**src/rtl/uart_tx_ctrl.sv**
```systemverilog
// UART transmit sequencer: captures a byte on handshake, builds a 10-bit frame and
// paces the load/shift pulses for an external LSB-first parallel-to-serial register.
//
// state | meaning
// IDLE  | ready for a byte (after the first clock out of reset)
// LOAD  | one-cycle load pulse, counters cleared
// SEND  | one shift pulse per CLKS_PER_BIT cycles, ten bits total
// DONE  | one-cycle completion pulse, then back to IDLE
module uart_tx_ctrl #(
  parameter int CLKS_PER_BIT = 10
) (
  input  logic       clk,
  input  logic       n_rst,
  input  logic [7:0] tx_data,
  input  logic       tx_valid,
  output logic       tx_ready,
  output logic [9:0] parallel_frame,
  output logic       load_enable,
  output logic       shift_enable,
  output logic       tx_busy,
  output logic       frame_done
);

  localparam int CNT_W = (CLKS_PER_BIT > 1) ? $clog2(CLKS_PER_BIT) : 1;
  localparam logic [CNT_W-1:0] CNT_LAST = CNT_W'(CLKS_PER_BIT - 1);

  typedef enum logic [1:0] {
    IDLE = 2'd0,
    LOAD = 2'd1,
    SEND = 2'd2,
    DONE = 2'd3
  } state_t;

  state_t           state;
  state_t           state_nxt;
  logic [CNT_W-1:0] bit_tmr;
  logic [3:0]       bit_cnt;
  logic             ready_en;
  logic             bit_end;
  logic             handshake;

  assign bit_end   = (bit_tmr == CNT_LAST);
  assign handshake = (state == IDLE) && ready_en && tx_valid;

  always_comb begin
    state_nxt    = state;
    tx_ready     = 1'b0;
    load_enable  = 1'b0;
    shift_enable = 1'b0;
    tx_busy      = 1'b1;
    frame_done   = 1'b0;
    case (state)
      IDLE: begin
        tx_busy  = 1'b0;
        tx_ready = ready_en;
        if (handshake) state_nxt = LOAD;
      end
      LOAD: begin
        load_enable = 1'b1;
        state_nxt   = SEND;
      end
      SEND: begin
        shift_enable = bit_end;
        if (bit_end && (bit_cnt == 4'd9)) state_nxt = DONE;
      end
      DONE: begin
        frame_done = 1'b1;
        state_nxt  = IDLE;
      end
      default: state_nxt = IDLE;
    endcase
  end

  // ready_en keeps tx_ready low until the first edge after reset release
  always_ff @(posedge clk or negedge n_rst) begin
    if (!n_rst) begin
      state          <= IDLE;
      ready_en       <= 1'b0;
      parallel_frame <= 10'h3FF;
      bit_tmr        <= '0;
      bit_cnt        <= 4'd0;
    end else begin
      state    <= state_nxt;
      ready_en <= 1'b1;
      if (handshake) parallel_frame <= {1'b1, tx_data, 1'b0};
      case (state)
        LOAD: begin
          bit_tmr <= '0;
          bit_cnt <= 4'd0;
        end
        SEND: begin
          bit_tmr <= bit_end ? '0 : bit_tmr + 1'b1;
          if (bit_end) bit_cnt <= bit_cnt + 4'd1;
        end
        default: ;
      endcase
    end
  end

endmodule
```
**config.mk**
```make
export PLATFORM = sky130hd
export DESIGN_NAME = uart_tx_ctrl
export DESIGN_NICKNAME = d
export VERILOG_FILES = /design/src/rtl/uart_tx_ctrl.sv
export SDC_FILE = /design/constraint.sdc
export NUM_CORES = 1
export LEC_CHECK = 0
export BUFFER_PORTS_ARGS = -buffer_cell sky130_fd_sc_hd__buf_2
export CORE_MARGIN = 2
export CORE_UTILIZATION = 59
export CTS_BUF_LIST = sky130_fd_sc_hd__clkbuf_4
export DETAILED_ROUTE_END_ITERATION = 8
export MAX_ROUTING_LAYER = met4
export PLACE_DENSITY = 0.95
export SKIP_LAST_GASP = 1
export SYNTH_ARGS = -nofsm -noshare
export SYNTH_HDL_FRONTEND = slang
export SYNTH_SLANG_ARGS = --single-unit
```
**constraint.sdc**
```tcl
create_clock -name clk -period 3.3 [get_ports clk]
set_input_delay 0 -clock clk [delete_from_list [all_inputs] [get_ports clk]]
set_output_delay 0 -clock clk [all_outputs]
set_load 0.02 [all_outputs]
```
=== After elaboration in Yosys (flattened, before gate mapping) ===
Cells that the tools add are included.

* Register bits: 20
* Word-level logic and storage cells: 34
* Output and inout port bits: 15
* Bits of input ports: 11

* Eq/ne operators: 8
* Multiplexer cells: 12
* Reductions and logical operators: 7
* Add/subtract/negate cells: 2

{| class="wikitable"
|+ Operators with widths
! kind !! count
|-
| case mux 4 bit (2 select lines) || 2
|-
| adder 4 x 1 -> 4 bit (second input constant) || 2
|-
| == test 4 bit (second input constant) || 2
|-
| 2-to-1 mux 4 bit || 2
|-
| case mux 2 bit (4 select lines) || 1
|-
| != test 2 bit (second input constant) || 3
|-
| 2-to-1 mux 1 bit || 5
|-
| == test 2 bit (second input constant) || 2
|-
| 2-to-1 mux 2 bit || 2
|-
| AND reduction 2 bit || 2
|-
| logical AND 1 bit || 3
|-
| == test 2 x 1 -> 1 bit (second input constant) || 1
|-
| logical NOT 2 bit || 1
|-
| nonzero test 2 bit || 1
|}

=== Logic depth before layout (Yosys ltp) ===
Gate-level depths: netlist of run 1.

* Word-level depth: 5
* Gate-level depth with buffers: 6

=== Worst setup path before layout of run 1 ===
OpenSTA, ideal clock, no wires.

* Path type: reg-to-reg
* From: register state[0]
* To: register parallel_frame[1]
* Data required time: 3218 ps
* Slack: 1738 ps
* Stages on the path, launching flop included: 6
* Arrival time: 1480 ps
* Period minus slack after synthesis: 1562 ps
* Library setup time: 82 ps
* Path through: dfrtp_1 > inv_1 > ha_1 > and2_1 > nand2_1 > mux2_2

* Word-level cells in the longest chain between the ends: 3

{| class="wikitable"
|+ Ends and longest elaborated chain
! what !! line !! text
|-
| start: declaration || 34 || <nowiki>state_t state;</nowiki>
|-
| start signal: assignment || 83 || <nowiki>state <= state_nxt;</nowiki>
|-
| logical NOT 2 bit || 43 || <nowiki>assign handshake = (state == IDLE) && ready_en && tx_valid;</nowiki>
|-
| logical AND 1 bit (2 in series) || 43 ||
|-
| end signal: assignment || 85 || <nowiki>if (handshake) parallel_frame <= {1'b1, tx_data, 1'b0};</nowiki>
|-
| end: declaration || 17 || <nowiki>output logic [9:0] parallel_frame,</nowiki>
|}

Every way passes these cells.
A chain may end at the register's enable or synchronous reset.

=== Final worst setup path of run 1 ===
* From: register state[0]
* To: output shift_enable

* Word-level cells in the longest chain between the ends: 2

{| class="wikitable"
|+ Ends and longest elaborated chain
! what !! line !! text
|-
| == test 2 bit || 52 || <nowiki>case (state)</nowiki>
|-
| 2-to-1 mux 1 bit || 52 ||
|-
| end: declaration || 19 || <nowiki>output logic shift_enable,</nowiki>
|}

Every way passes these cells.

==> reports/qor_table.md, run 1 <==
| Result | Reported |
|:---|:---|
| Clock latency of the later-clocked register in the worst-skew pair | 0.30 ns |
| Floorplan die height | 47.23 um |
| H-Tree Depth | 1 |
| Fraction of power consumed by combinational cells | 0.050 |
| Dominant combinational cell family by area after synthesis | simple AND/OR/NAND/NOR gates |
| Cell class contributing the biggest share of worst-path delay | adder cells |
| Site row count | 15 |
| Total setup buffers inserted after CTS | 0 |
| Number of ports placed on the die boundary | 26 |
| # Max-Cap Violations | 0 |
| Post-layout minimum cycle time | 1.818 ns |
| Adder and majority cell fraction of the synthesized area | 0.1022 |
| XOR/XNOR share of the synthesized area | 0.007946 |
| Resize count post-CTS | 0 |
| Register bit count reported by yosys | 20 |
| Worst R2R Setup Slack | 1.50 ns |
| Global routing usage on met3 | 0.03462 |
| Netlist Area Pre-Place | 1102 um2 |
| Portion of total power attributed to the clock network | 0.330 |
| RD Place Congestion | 0.7965 |
| Start-to-end type of the worst setup path | flip-flop to primary output |
| Hold crit path type | input pin to flip-flop |
| Data arrival time of the critical path | 1.82 ns |
| Number of nets with antenna violations after detailed routing | 0 |
| Period Utilization, post-route | 0.5508 |
| Number of logic stages on the critical path including buffering | 4 |
| TritonCTS clock tree | yes |
| Antenna diodes | 0 |
| Proportion of synthesized area in mux cells | 0.09989 |
| Number of endpoints with negative hold slack in the final report | 0 |
| Worst flop-to-flop path endpoint | bit_cnt[3]$_DFFE_PN0P_ |
| Met2 GRT Util | 0.4595 |
| Sort of element at the start of the critical path | flip-flop |
| Switching power of the nets | 84.76 uW |
| Sequential element share of the synthesized area | 0.4642 |
| Detailed-route wire length per cell | 14.62 um |
| Number of detailed-routing iterations run before antenna repair | 4 |
| CTS sink count | 20 |
| Half-perimeter wire length of the detailed placement result | 1422 um |
| Top achievable clock speed | 550.1 MHz |
| Launching element of the worst setup path | state[0]$_DFFE_PN0P_ |
| Final number of max-transition violations | 0 |
| Headroom to the max-slew limit | 0.5915 |
| Remaining routing DRC violations | 0 |
| CP max FO | 20 |
| Total internal power | 312.8 uW |
| Yosys Warn Count | 0 |
| Wire length reported by the detailed router | 2280 um |
| Maximum number of pins on one net before global-route repair | 21 |
| Number of violations reported at the end of detailed-routing iteration 0 | 12 |
| Slowest cell on crit path | sky130_fd_sc_hd__ha_1 |
| Last element of the critical path | shift_enable |
| Dominant cells by area after synthesis | sky130_fd_sc_hd__dfrtp_1, sky130_fd_sc_hd__dfstp_2, sky130_fd_sc_hd__ha_1, sky130_fd_sc_hd__mux2_2, sky130_fd_sc_hd__inv_1 |
| Core Footprint | 1745 um2 |
| Total Nets Final | 152 |
| Crit path cell chain | inv_1 -> ha_1 -> and2_1 -> buf_2 |
| Grt met1 use | 0.2770 |
| Count of vias placed by the detailed router | 829 |
| Root Driver | sky130_fd_sc_hd__clkbuf_4 |
| Setup repair after global routing missed its margin | no |
| Minimum hold slack | 0.07820 ns |
| Number of synthesized flops with an enable pin | 0 |
| Setup violation total in the final timing report | 0 |
| Post-route standard cell area excluding fillers | 1339 um2 |
| Kind of capture point of the worst setup path | primary output |
| Async set-or-reset flop fraction in the synthesized netlist | 1.000 |
| Placed instance area | 1219 um2 |
| Worst vdd ir | 0.2066 mV |
| Share of the synthesized area in the top cell type | 0.2497 |
| Overall routing resource usage | 0.2521 |
| Fraction of layout cells with a size suffix above 1 | 0.3588 |
| Actual transition at the worst max-transition pin | 0.6128 ns |
| Accumulated negative setup slack | 0 ns |
| Max Buffers Root-to-Sink | 2 |
| TritonCTS Buffers | 3 |
| Netlist cell types | 35 |
| Average footprint of a synthesized cell | 11.25 um2 |
| Starting Density | 0.6315 |
| Delay of the slowest cell on the worst path | 0.56 ns |
| First-pass GRT wire length | 3698 um |
| Via/cell ratio | 5.314 |
| Worst R2R Path Depth | 4 |
| Clk_skew | 0.002318 ns |
| Switching fraction of total power | 0.2132 |
| Total Die Area | 2230 um2 |
| Outcome | complete, no violations |
| Initial antenna violation count | 0 |
| Dominant cell type by area after synthesis | sky130_fd_sc_hd__dfrtp_1 |
| Highest-utilization routing layer at the global route stage | met2 |
| PD cells | 297.0 nW/um2 |
| Hold Buf Count CTS | 9 |
| Leak Pwr | 0.0006931 uW |
| Number of buffers inserted by port buffering | 24 |
| Buffering stage count on the worst path with inverters included | 2 |
| Most common flop cell mapped by yosys | sky130_fd_sc_hd__dfrtp_1 |
| Fraction of the core area covered by cells at the end of the flow | 0.7670 |
| Sequential share of power | 0.620 |
| Post-synthesis simple-gate area fraction | 0.1680 |
| Start of the worst register-to-register path | state[0]$_DFFE_PN0P_ |
| Layout overhead on the synthesized area | 21.45% |
| Number of global-route vias before repair | 836 |
| Width of the die | 47.23 um |
| Overflow after GRT | 0 |
| Post-synthesis cell count | 98 |
| Total Power | 397.6 uW |
| Area fraction in compound gates after synthesis | 0.08854 |
| Worst EP required | 3.30 ns |
| Clock input transition at the sequential cells of the worst setup and hold paths | 0.11 ns |
metrics by stage:
stage / cells / worst slack (ns)
after floorplan: 99 / 1.738
after global placement: 143 / 1.629
after detailed placement: 143 / 1.525
after CTS: 156 / 1.502
after global routing: 156 / 1.364
final: 156 / 1.482
power groups by stage:
| stage | Clock [uW] | Combinational, uW | Sequential [uW] |
|---|---|---|---|
| finish | 131 | 20.1 | 246 |
| global route | 140 | 22.4 | 247 |
| CTS | 132 | 19.6 | 246 |
| detailed placement | 0 | 11.4 | 251 |
| global placement | 0 | 11.2 | 251 |
| floorplan | 0 | 2.11 | 251 |
flip-flops by register name, summed over array words and instances, names as in the netlist:
| name | flops |
|---|---|
| state | 2 |
| parallel_frame | 9 |
| ready_en | 1 |
| bit_cnt | 4 |
| bit_tmr | 4 |
routing by layer:
metal  wire length [um]  part of all wire  vias to the layer above
met5                  0                 0                        -
met4                 38             0.017                        0
met3                 76             0.033                        5
met2               1194              0.52                       26
met1                970              0.43                      395
li1                   -                 -                      403
worst min-delay path, cell delays in order:
cell,delay (ns)
sky130_fd_sc_hd__buf_2,0.09
sky130_fd_sc_hd__a21bo_2,0.17
sky130_fd_sc_hd__a211oi_1,0.09
cells in the final DEF (no fill, tap or decap):
master                          Yosys  routed
sky130_fd_sc_hd__or4b_1             1       1
sky130_fd_sc_hd__a21oi_1            3       3
sky130_fd_sc_hd__nand4_1            3       3
sky130_fd_sc_hd__o211ai_1           2       2
sky130_fd_sc_hd__nor3b_1            2       2
sky130_fd_sc_hd__a21bo_2            1       1
sky130_fd_sc_hd__o21ai_0            2       2
sky130_fd_sc_hd__o22ai_1            1       1
sky130_fd_sc_hd__inv_1              9       9
sky130_fd_sc_hd__and4b_1            1       1
sky130_fd_sc_hd__xnor2_1            1       1
sky130_fd_sc_hd__o311ai_1           1       1
sky130_fd_sc_hd__nand2_1            4       4
sky130_fd_sc_hd__dfrtp_1           11      11
sky130_fd_sc_hd__ha_1               9       9
sky130_fd_sc_hd__a211oi_1           1       1
sky130_fd_sc_hd__dlygate4sd3_1      0       9
sky130_fd_sc_hd__or3_1              1       1
sky130_fd_sc_hd__nand2b_1           1       1
sky130_fd_sc_hd__nor2b_1            1       1
sky130_fd_sc_hd__nand4b_1           1       1
sky130_fd_sc_hd__nand3_1            2       2
sky130_fd_sc_hd__nand3b_1           4       4
sky130_fd_sc_hd__dfstp_2            9       9
sky130_fd_sc_hd__nor3_1             1       1
sky130_fd_sc_hd__mux2i_1            2       2
sky130_fd_sc_hd__nor2_1             2       2
sky130_fd_sc_hd__a21o_1             2       2
sky130_fd_sc_hd__and3b_1            2       2
sky130_fd_sc_hd__buf_2              1      24
sky130_fd_sc_hd__conb_1             1       2
sky130_fd_sc_hd__clkbuf_4           0       4
sky130_fd_sc_hd__a22o_2             1       1
sky130_fd_sc_hd__mux2_2             8       8
sky130_fd_sc_hd__and2_1             3       3
layout make-up:
type	count	area, um2
Multi-Input combinational cell	65	521.8
Sequential cell	20	511.7
Fill cell	128	406.6
Timing Repair Buffer	33	210.2
Inverter	9	33.78
Tap cell	25	31.28
Clock buffer	4	30.03
cell usage after synthesis (2+ instances only):
master,count
sky130_fd_sc_hd__dfstp_2,9
sky130_fd_sc_hd__ha_1,9
sky130_fd_sc_hd__dfrtp_1,11
sky130_fd_sc_hd__nand3b_1,4
sky130_fd_sc_hd__mux2i_1,2
sky130_fd_sc_hd__nand2_1,4
sky130_fd_sc_hd__nor3b_1,2
sky130_fd_sc_hd__and3b_1,2
sky130_fd_sc_hd__o21ai_0,2
sky130_fd_sc_hd__nand3_1,2
sky130_fd_sc_hd__a21oi_1,3
sky130_fd_sc_hd__and2_1,3
sky130_fd_sc_hd__o211ai_1,2
sky130_fd_sc_hd__mux2_2,8
sky130_fd_sc_hd__nand4_1,3
sky130_fd_sc_hd__a21o_1,2
sky130_fd_sc_hd__nor2_1,2
sky130_fd_sc_hd__buf_4,3
sky130_fd_sc_hd__inv_1,9
cell families after synthesis:
kind of cell | after synthesis
xor gates and xnor gates | 1
buffers and inverters | 14
AOI/OAI and AO/OA | 14
DFF | 20
other | 1
and+or+nand+nor | 29
adders and majority gates | 9
muxes | 10
how the worst min path moves through the flow:
stage,from,endpoint,slack [ns],cells after the start
5_1_grt,tx_valid,state[0]$_DFFE_PN0P_,0.09,3
3_5_place_dp,n_rst,ready_en$_DFF_PN0_,-0.04,1
2_1_floorplan,n_rst,bit_cnt[0]$_DFFE_PN0P_,-0.30,0
4_1_cts,tx_valid,state[0]$_DFFE_PN0P_,0.1,3
6_report,tx_valid,state[0]$_DFFE_PN0P_,0.08,3
3_3_place_gp,n_rst,ready_en$_DFF_PN0_,-0.04,1
Note: power is estimated with default switching activity, not from simulation.
==> inputs of run 2 (changes only) <==
- ABC_AREA: not set -> 1
- CORE_UTILIZATION: 59 -> 54
- PLACE_DENSITY: 0.95 -> 0.9
- clock period: 3.3 -> 1.8 ns (I/O delays scaled with it)
==> run 2 against run 1 <==
Compared with the run above: cell count up 9.0%; routed wire length rose by 5.5%; area after synthesis fell by 7.2%; critical path type unchanged; largest power group is now combinational logic; highest routed layer unchanged.
==> reports/qor_table.md, run 2 <==
| Result | Reported | Change |
|:---|:---|:---|
| Number of violations reported at the end of detailed-routing iteration 0 | 22 | +10 |
| Netlist cell types | 23 | -34% |
| Number of synthesized flops with an enable pin | 0 | unchanged |
| Data arrival time of the critical path | 1.65 ns | -0.17 ns |
| Leading cell type in the layout, fill and taps excluded | sky130_fd_sc_hd__nand2_1 |  |
| Total setup buffers inserted after CTS | 0 | unchanged |
| Width of the die | 47.54 um | +0.66% |
| PD cells | 1450 nW/um2 | +390% |
| Filler cells | 132 | +3.1% |
| Leak Pwr | 0.0006877 uW | -0.78% |
| Cell class contributing the biggest share of worst-path delay | flip-flops |  |
| Half-perimeter wire length of the detailed placement result | 1524 um | +7.2% |
| Core Footprint | 1745 um2 | unchanged |
| Buffering stage count on the worst path with inverters included | 3 | +1 |
| Total Power | 1876 uW | +370% |
| Via/cell ratio | 5.124 | -3.6% |
| Number of detailed-routing iterations run before antenna repair | 5 | +1 |
| RD Place Congestion | 0.8396 | +5.4% |
| Netlist Area Pre-Place | 1023 um2 | -7.2% |
| Root Driver | sky130_fd_sc_hd__clkbuf_4 |  |
| Most common flop cell mapped by yosys | sky130_fd_sc_hd__dfrtp_1 |  |
| Max Buffers Root-to-Sink | 2 | unchanged |
| Switching fraction of total power | 0.4390 | +0.2258 |
| TritonCTS Buffers | 3 | unchanged |
| Number of global-route vias before repair | 830 | -0.72% |
| Number of ports placed on the die boundary | 26 | unchanged |
| Dominant cell type by area after synthesis | sky130_fd_sc_hd__dfrtp_1 |  |
| Final number of max-transition violations | 0 | unchanged |
| Largest registers | parallel_frame x9, bit_cnt x4, bit_tmr x4 |  |
| TritonCTS clock tree | yes |  |
| Start of the worst register-to-register path | state[1]$_DFFE_PN0P_ |  |
| Antenna diodes | 0 | unchanged |
| Post-route standard cell area excluding fillers | 1294 um2 | -3.4% |
| Placed instance area | 1164 um2 | -4.5% |
| Multi-input logic area | 459.2 um2 | -12% |
| Start-to-end type of the worst setup path | flip-flop to primary output |  |
| Hold crit path type | input pin to async pin |  |
| Remaining routing DRC violations | 0 | unchanged |
| Site row count | 15 | unchanged |
| Clock input transition at the sequential cells of the worst setup and hold paths | 0.11 ns | about the same |
| Number of endpoints with negative hold slack in the final report | 0 | unchanged |
| Clk_skew | 0.003721 ns | +0.001403 ns |
| Detailed-route wire length per cell | 14.15 um | -3.2% |
| Count of vias placed by the detailed router | 871 | +5.1% |
| Most flop-heavy register | parallel_frame |  |
| Starting Density | 0.5864 | -0.04516 |
| Sequential share of power | 0.387 | -0.233 |
| Total internal power | 1052 uW | +240% |
| Post-synthesis cell count | 108 | +10% |
| Setup violation total in the final timing report | 0 | unchanged |
| Setup repair after global routing missed its margin | no |  |
| Number of buffers inserted by port buffering | 24 | unchanged |
| Total Die Area | 2260 um2 | +1.3% |
| Slowest cell on crit path | sky130_fd_sc_hd__dfrtp_1 |  |
| H-Tree Depth | 1 | unchanged |
| Yosys Warn Count | 0 | unchanged |
| Number of nets with antenna violations after detailed routing | 0 | unchanged |
| Accumulated negative setup slack | 0 ns | unchanged |
| Share of the synthesized area in the top cell type | 0.2689 | +0.01923 |
| Worst vdd ir | 1.039 mV | +400% |
| Crit path cell chain | inv_1 -> ha_1 -> nand4_2 -> clkinv_1 -> buf_2 |  |
| Most repeated cell in the gate-level netlist after synthesis | sky130_fd_sc_hd__nand2_1 |  |
| Period Utilization, post-route | 0.9184 |  |
| Most used cells in the layout excluding fill and tap cells | sky130_fd_sc_hd__nand2_1, sky130_fd_sc_hd__buf_2, sky130_fd_sc_hd__nand3_1 |  |
| Average footprint of a synthesized cell | 9.477 um2 | -16% |
| Outcome | complete, no violations |  |
| CP max FO | 7 | -65% |
| Dominant cells by area after synthesis | sky130_fd_sc_hd__dfrtp_1, sky130_fd_sc_hd__dfstp_2, sky130_fd_sc_hd__nand2_1, sky130_fd_sc_hd__ha_1, sky130_fd_sc_hd__nand3_1 |  |
| # Max-Cap Violations | 0 | unchanged |
| Sequential element share of the synthesized area | 0.5000 | +0.03575 |
| Kind of capture point of the worst setup path | primary output |  |
| Async set-or-reset flop fraction in the synthesized netlist | 1.000 | unchanged |
| Maximum number of pins on one net before global-route repair | 21 | unchanged |
| Register bit count reported by yosys | 20 | unchanged |
| Switching power of the nets | 823.4 uW | +870% |
| Layout overhead on the synthesized area | 26.41% |  |
| CTS sink count | 20 | unchanged |
| Floorplan die height | 47.54 um | +0.66% |
| Fraction of power consumed by combinational cells | 0.483 | +0.433 |
| First-pass GRT wire length | 3795 um | +2.6% |
| Launching element of the worst setup path | state[0]$_DFFE_PN0P_ |  |
| Wire length reported by the detailed router | 2406 um | +5.5% |
| Flip-flop count of the largest register after layout | 9 | unchanged |
| Total Nets Final | 166 | +9.2% |
| Register area | 511.7 um2 | unchanged |
| Initial antenna violation count | 0 | unchanged |
| Resize count post-CTS | 0 | unchanged |
| Overall routing resource usage | 0.2638 | +0.01170 |
| Delay of the slowest cell on the worst path | 0.43 ns | -0.13 ns |
| Post-layout minimum cycle time | 1.653 ns |  |
| Portion of total power attributed to the clock network | 0.130 | -0.200 |
| Top cells by instance count after synthesis | sky130_fd_sc_hd__nand2_1, sky130_fd_sc_hd__nand3_1, sky130_fd_sc_hd__dfrtp_1 |  |
| Clock latency of the later-clocked register in the worst-skew pair | 0.31 ns | about the same |
| Fraction of layout cells with a size suffix above 1 | 0.2966 | -0.06223 |
| Top achievable clock speed | 604.9 MHz |  |
| Worst EP required | 1.80 ns | -1.50 ns |
| Sort of element at the start of the critical path | flip-flop |  |
| Overflow after GRT | 0 | unchanged |
[run 2: cell count changes after synthesis, sizes merged, moves of 3 or more]
cell and delta:
nand3b -4, nand2 +28, nand3 +14, and2 -3, buf -3, mux2 -8
a21oi -3
[run 2: worst paths after layout]
| path | cells after the start | to | slack (ns) |
|---|---|---|---|
| worst max-delay path | 5 | shift_enable | 0.15 |
| worst min-delay path | 2 | state[1]$_DFFE_PN0P_ | 0.13 |
| worst max register to register | 7 | state[0]$_DFFE_PN0P_ | 0.33 |
| worst min register to register | 2 | parallel_frame[0]$_DFFE_PN1P_ | 0.46 |
| max in group asynchronous | 2 | parallel_frame[6]$_DFFE_PN1P_ | 1.33 |
| min in group clk | 4 | parallel_frame[8]$_DFFE_PN1P_ | 0.44 |
[run 2: cell type report]
type	count	share of cell area
flip-flops and latches	20	0.3956
clock buffers	4	0.02321
inverters	11	0.03191
well taps	25	0.02418
multi-input cells	76	0.3549
repair buffers	34	0.1702
[run 2: worst register-to-register path, stage by stage, from the launching register on]
cell and delay [ns]:
sky130_fd_sc_hd__dfrtp_1 0.43, sky130_fd_sc_hd__inv_1 0.13, sky130_fd_sc_hd__ha_1 0.30, sky130_fd_sc_hd__nand3_4 0.17, sky130_fd_sc_hd__nand2_2 0.13, sky130_fd_sc_hd__nand3_2 0.09, sky130_fd_sc_hd__nand2_1 0.07, sky130_fd_sc_hd__nand2_1 0.05
[run 2: per-layer routing]
metal,routed length [um],GRT usage,up-vias
met5,0,-,-
met4,179,0.1838,0
met3,91,0.04906,17
met2,1147,0.4000,32
met1,988,0.3149,403
li1,-,-,419
[run 2: kinds of logic (layout without fill, tap and decap cells)]
family          after synthesis  count (layout)  share of synthesized area
compound gates                5               5                    0.03056
fa+ha+maj                     9               9                     0.1100
other cells                   1               2                   0.003664
buf+inv                      13              49                    0.05501
xor+xnor                      4               4                    0.03424
simple gates                 55              55                     0.2567
mux                           1               1                   0.009780
flops                        20              20                     0.5000
[run 2: power by group through the flow]
stage | registers (uW) | clock network [uW] | logic, uW
final | 726 | 244 | 906
after floorplan | 832 | 0 | 512
after global routing | 744 | 266 | 989
after global placement | 718 | 0 | 817
after detailed placement | 733 | 0 | 855
after CTS | 724 | 246 | 884
[run 2: repair_timing]
item / 4_1_cts / 5_1_grt
setup endpoints to repair: 0 / 0
endpoints found under the hold margin: 28 / 0
hold buffers: 10 / 0
[run 2: per-stage QoR]
stage	cells	hold slack, ns	worst slack (ns)	utilization
finish	170	0.1326	0.1469	0.7412
global route	170	0.1595	0.002853	0.7412
CTS	170	0.1589	0.1520	0.7412
detailed placement	156	-0.03877	0.3768	0.6667
global placement	156	-0.03767	0.4495	0.6667
floorplan	109	-0.2956	0.4647	-
==> inputs of run 3 (changes only) <==
- RECOVER_POWER: not set -> 50
- SLEW_MARGIN: not set -> 20
==> run 3 against run 2 <==
Compared with the run above: worst hold slack better by 0.23 ns; global-route usage unchanged; cell area down 0.68%; critical path type unchanged.
==> reports/qor_table.md, run 3 (synthesized netlist as in run 2, its figures left out) <==
| Result | Reported | Change |
|:---|:---|:---|
| Layout overhead on the synthesized area | 25.55% |  |
| Clk_skew | 0.003210 ns | -0.0005105 ns |
| Delay of the slowest cell on the worst path | 0.43 ns | about the same |
| Half-perimeter wire length of the detailed placement result | 1524 um | unchanged |
| Number of nets with antenna violations after detailed routing | 0 | unchanged |
| Overflow after GRT | 0 | unchanged |
| Count of vias placed by the detailed router | 863 | -0.92% |
| Number of buffers inserted by port buffering | 24 | unchanged |
| Post-layout minimum cycle time | 1.653 ns | -0.0004110 ns |
| Number of violations reported at the end of detailed-routing iteration 0 | 27 | +23% |
| Placed instance count | 156 | unchanged |
| Width of the die | 47.54 um | unchanged |
| Number of detailed-routing iterations run before antenna repair | 4 | -1 |
| Resize count post-CTS | 0 | unchanged |
| Final number of max-transition violations | 0 | unchanged |
| CP max FO | 7 | unchanged |
| Slowest cell on crit path | sky130_fd_sc_hd__dfrtp_1 |  |
| RD Place Congestion | 0.8396 | unchanged |
| PD cells | 1449 nW/um2 | about the same |
| Headroom to the max-slew limit | 0.3153 |  |
| Data arrival time of the critical path | 1.65 ns | about the same |
| Period Utilization, post-route | 0.9181 | about the same |
| Number of endpoints with negative hold slack in the final report | 0 | unchanged |
| Crit path cell chain | inv_1 -> ha_1 -> nand4_2 -> clkinv_1 -> buf_2 |  |
| Top achievable clock speed | 605.1 MHz | about the same |
| Most flop-heavy register | parallel_frame |  |
| Total Nets Final | 166 | unchanged |
| TritonCTS Buffers | 3 | unchanged |
| Actual transition at the worst max-transition pin | 1.027 ns |  |
| Fraction of layout cells with a size suffix above 1 | 0.2483 | -0.04828 |
| TritonCTS clock tree | yes |  |
| Fraction of the core area covered by cells at the end of the flow | 0.7362 | -0.005018 |
| Floorplan die height | 47.54 um | unchanged |
| Cell class contributing the biggest share of worst-path delay | flip-flops |  |
| Setup repair after global routing missed its margin | no |  |
| Filler-free cell count of the finished design | 170 | unchanged |
| First-pass GRT wire length | 3795 um | unchanged |
| Total Die Area | 2260 um2 | unchanged |
| Start-to-end type of the worst setup path | flip-flop to primary output |  |
| Wire length reported by the detailed router | 2444 um | +1.6% |
| Sort of element at the start of the critical path | flip-flop |  |
| Worst vdd ir | 1.039 mV | about the same |
| H-Tree Depth | 1 | unchanged |
| Setup violation total in the final timing report | 0 | unchanged |
| Leading cell type in the layout, fill and taps excluded | sky130_fd_sc_hd__nand2_1 |  |
| Maximum number of pins on one net before global-route repair | 21 | unchanged |
| Post-route standard cell area excluding fillers | 1285 um2 | -0.68% |
| Starting Density | 0.5864 | unchanged |
| Kind of capture point of the worst setup path | primary output |  |
| Minimum hold slack | 0.3676 ns | +0.2349 ns |
| Outcome | complete, no violations |  |
| # Max-Cap Violations | 0 | unchanged |
| Site row count | 15 | unchanged |
| Worst EP required | 1.80 ns | about the same |
| Clock input transition at the sequential cells of the worst setup and hold paths | 0.11 ns | about the same |
| Antenna diodes | 0 | unchanged |
| Core Footprint | 1745 um2 | unchanged |
| CTS sink count | 20 | unchanged |
| Root Driver | sky130_fd_sc_hd__clkbuf_4 |  |
| Number of global-route vias before repair | 830 | unchanged |
| Via/cell ratio | 5.076 | -0.92% |
| Remaining routing DRC violations | 0 | unchanged |
| Max Buffers Root-to-Sink | 2 | unchanged |
| Placed instance area | 1164 um2 | unchanged |
| Accumulated negative setup slack | 0 ns | unchanged |
| Leak Pwr | 0.0006641 uW | -3.4% |
| Initial antenna violation count | 0 | unchanged |
| Overall routing resource usage | 0.2638 | unchanged |
| Largest registers | parallel_frame x9, bit_cnt x4, bit_tmr x4 |  |
| Most used cells in the layout excluding fill and tap cells | sky130_fd_sc_hd__nand2_1, sky130_fd_sc_hd__buf_2, sky130_fd_sc_hd__nand3_1 |  |
| Clock latency of the later-clocked register in the worst-skew pair | 0.31 ns | about the same |
| Number of ports placed on the die boundary | 26 | unchanged |
| Hold crit path type | input pin to async pin |  |
| Buffering stage count on the worst path with inverters included | 3 | unchanged |
| Detailed-route wire length per cell | 14.38 um | +1.6% |
| Flip-flop count of the largest register after layout | 9 | unchanged |
## run 3: stage by stage
stage          total power [uW]  setup WS [ns]
2_1_floorplan              1344         0.4647
3_3_place_gp               1535         0.4495
3_5_place_dp               1588         0.3768
4_1_cts                    1855         0.1520
5_1_grt                    1987       0.002853
6_report                   1862         0.1473
## run 3: what timing repair did
action	CTS	global route
endpoints found under the hold margin	28	0
hold buffers	10	0
setup buffers	0	0
## run 3: worst paths after layout
path | startpoint | endpoint | slack [ns] | cells after the start
max | state[0]$_DFFE_PN0P_ | shift_enable | 0.15 | 5
min | n_rst | state[1]$_DFFE_PN0P_ | 0.37 | 2
max reg2reg | state[1]$_DFFE_PN0P_ | state[0]$_DFFE_PN0P_ | 0.33 | 7
min reg2reg | parallel_frame[0]$_DFFE_PN1P_ | parallel_frame[0]$_DFFE_PN1P_ | 0.46 | 2
max in group asynchronous | n_rst | bit_cnt[2]$_DFFE_PN0P_ | 0.82 | 2
min in group clk | tx_data[7] | parallel_frame[8]$_DFFE_PN1P_ | 0.45 | 4
## run 3: area by class of cell
| cell class | instances | area [um2] |
|---|---|---|
| fillers | 138 | 460.4 |
| clock buffers | 4 | 30.03 |
| well taps | 25 | 31.28 |
| multi-input cells | 76 | 459.2 |
| repair buffers | 34 | 211.5 |
| flip-flops and latches | 20 | 511.7 |
| inverters | 11 | 41.29 |
## run 3: layer usage
layer,global-route usage,routed length [um],vias up,share of wire
li1,-,-,418,-
met1,0.3149,1012,406,0.41
met2,0.4000,1219,28,0.50
met3,0.04906,100,11,0.041
met4,0.1838,111,0,0.045
met5,-,0,-,0
## run 3: worst register-to-register path, delay by kind of cell, from the launching register on
family | cells | cell delay, ns
adder cells (fa/ha/maj) | 1 | 0.30
buffers and inverters | 1 | 0.13
flip-flops | 1 | 0.43
AND/OR/NAND/NOR | 5 | 0.51
## run 3: where the power goes
| group | total [uW] | internal (uW) | switching [uW] | leakage [uW] |
|---|---|---|---|---|
| sequential | 729 | 637 | 92.9 | 0.000241 |
| clock | 242 | 102 | 140 | 0.0000184 |
| combinational | 890 | 299 | 591 | 0.000405 |
| total | 1860 | 1040 | 824 | 0.000664 |
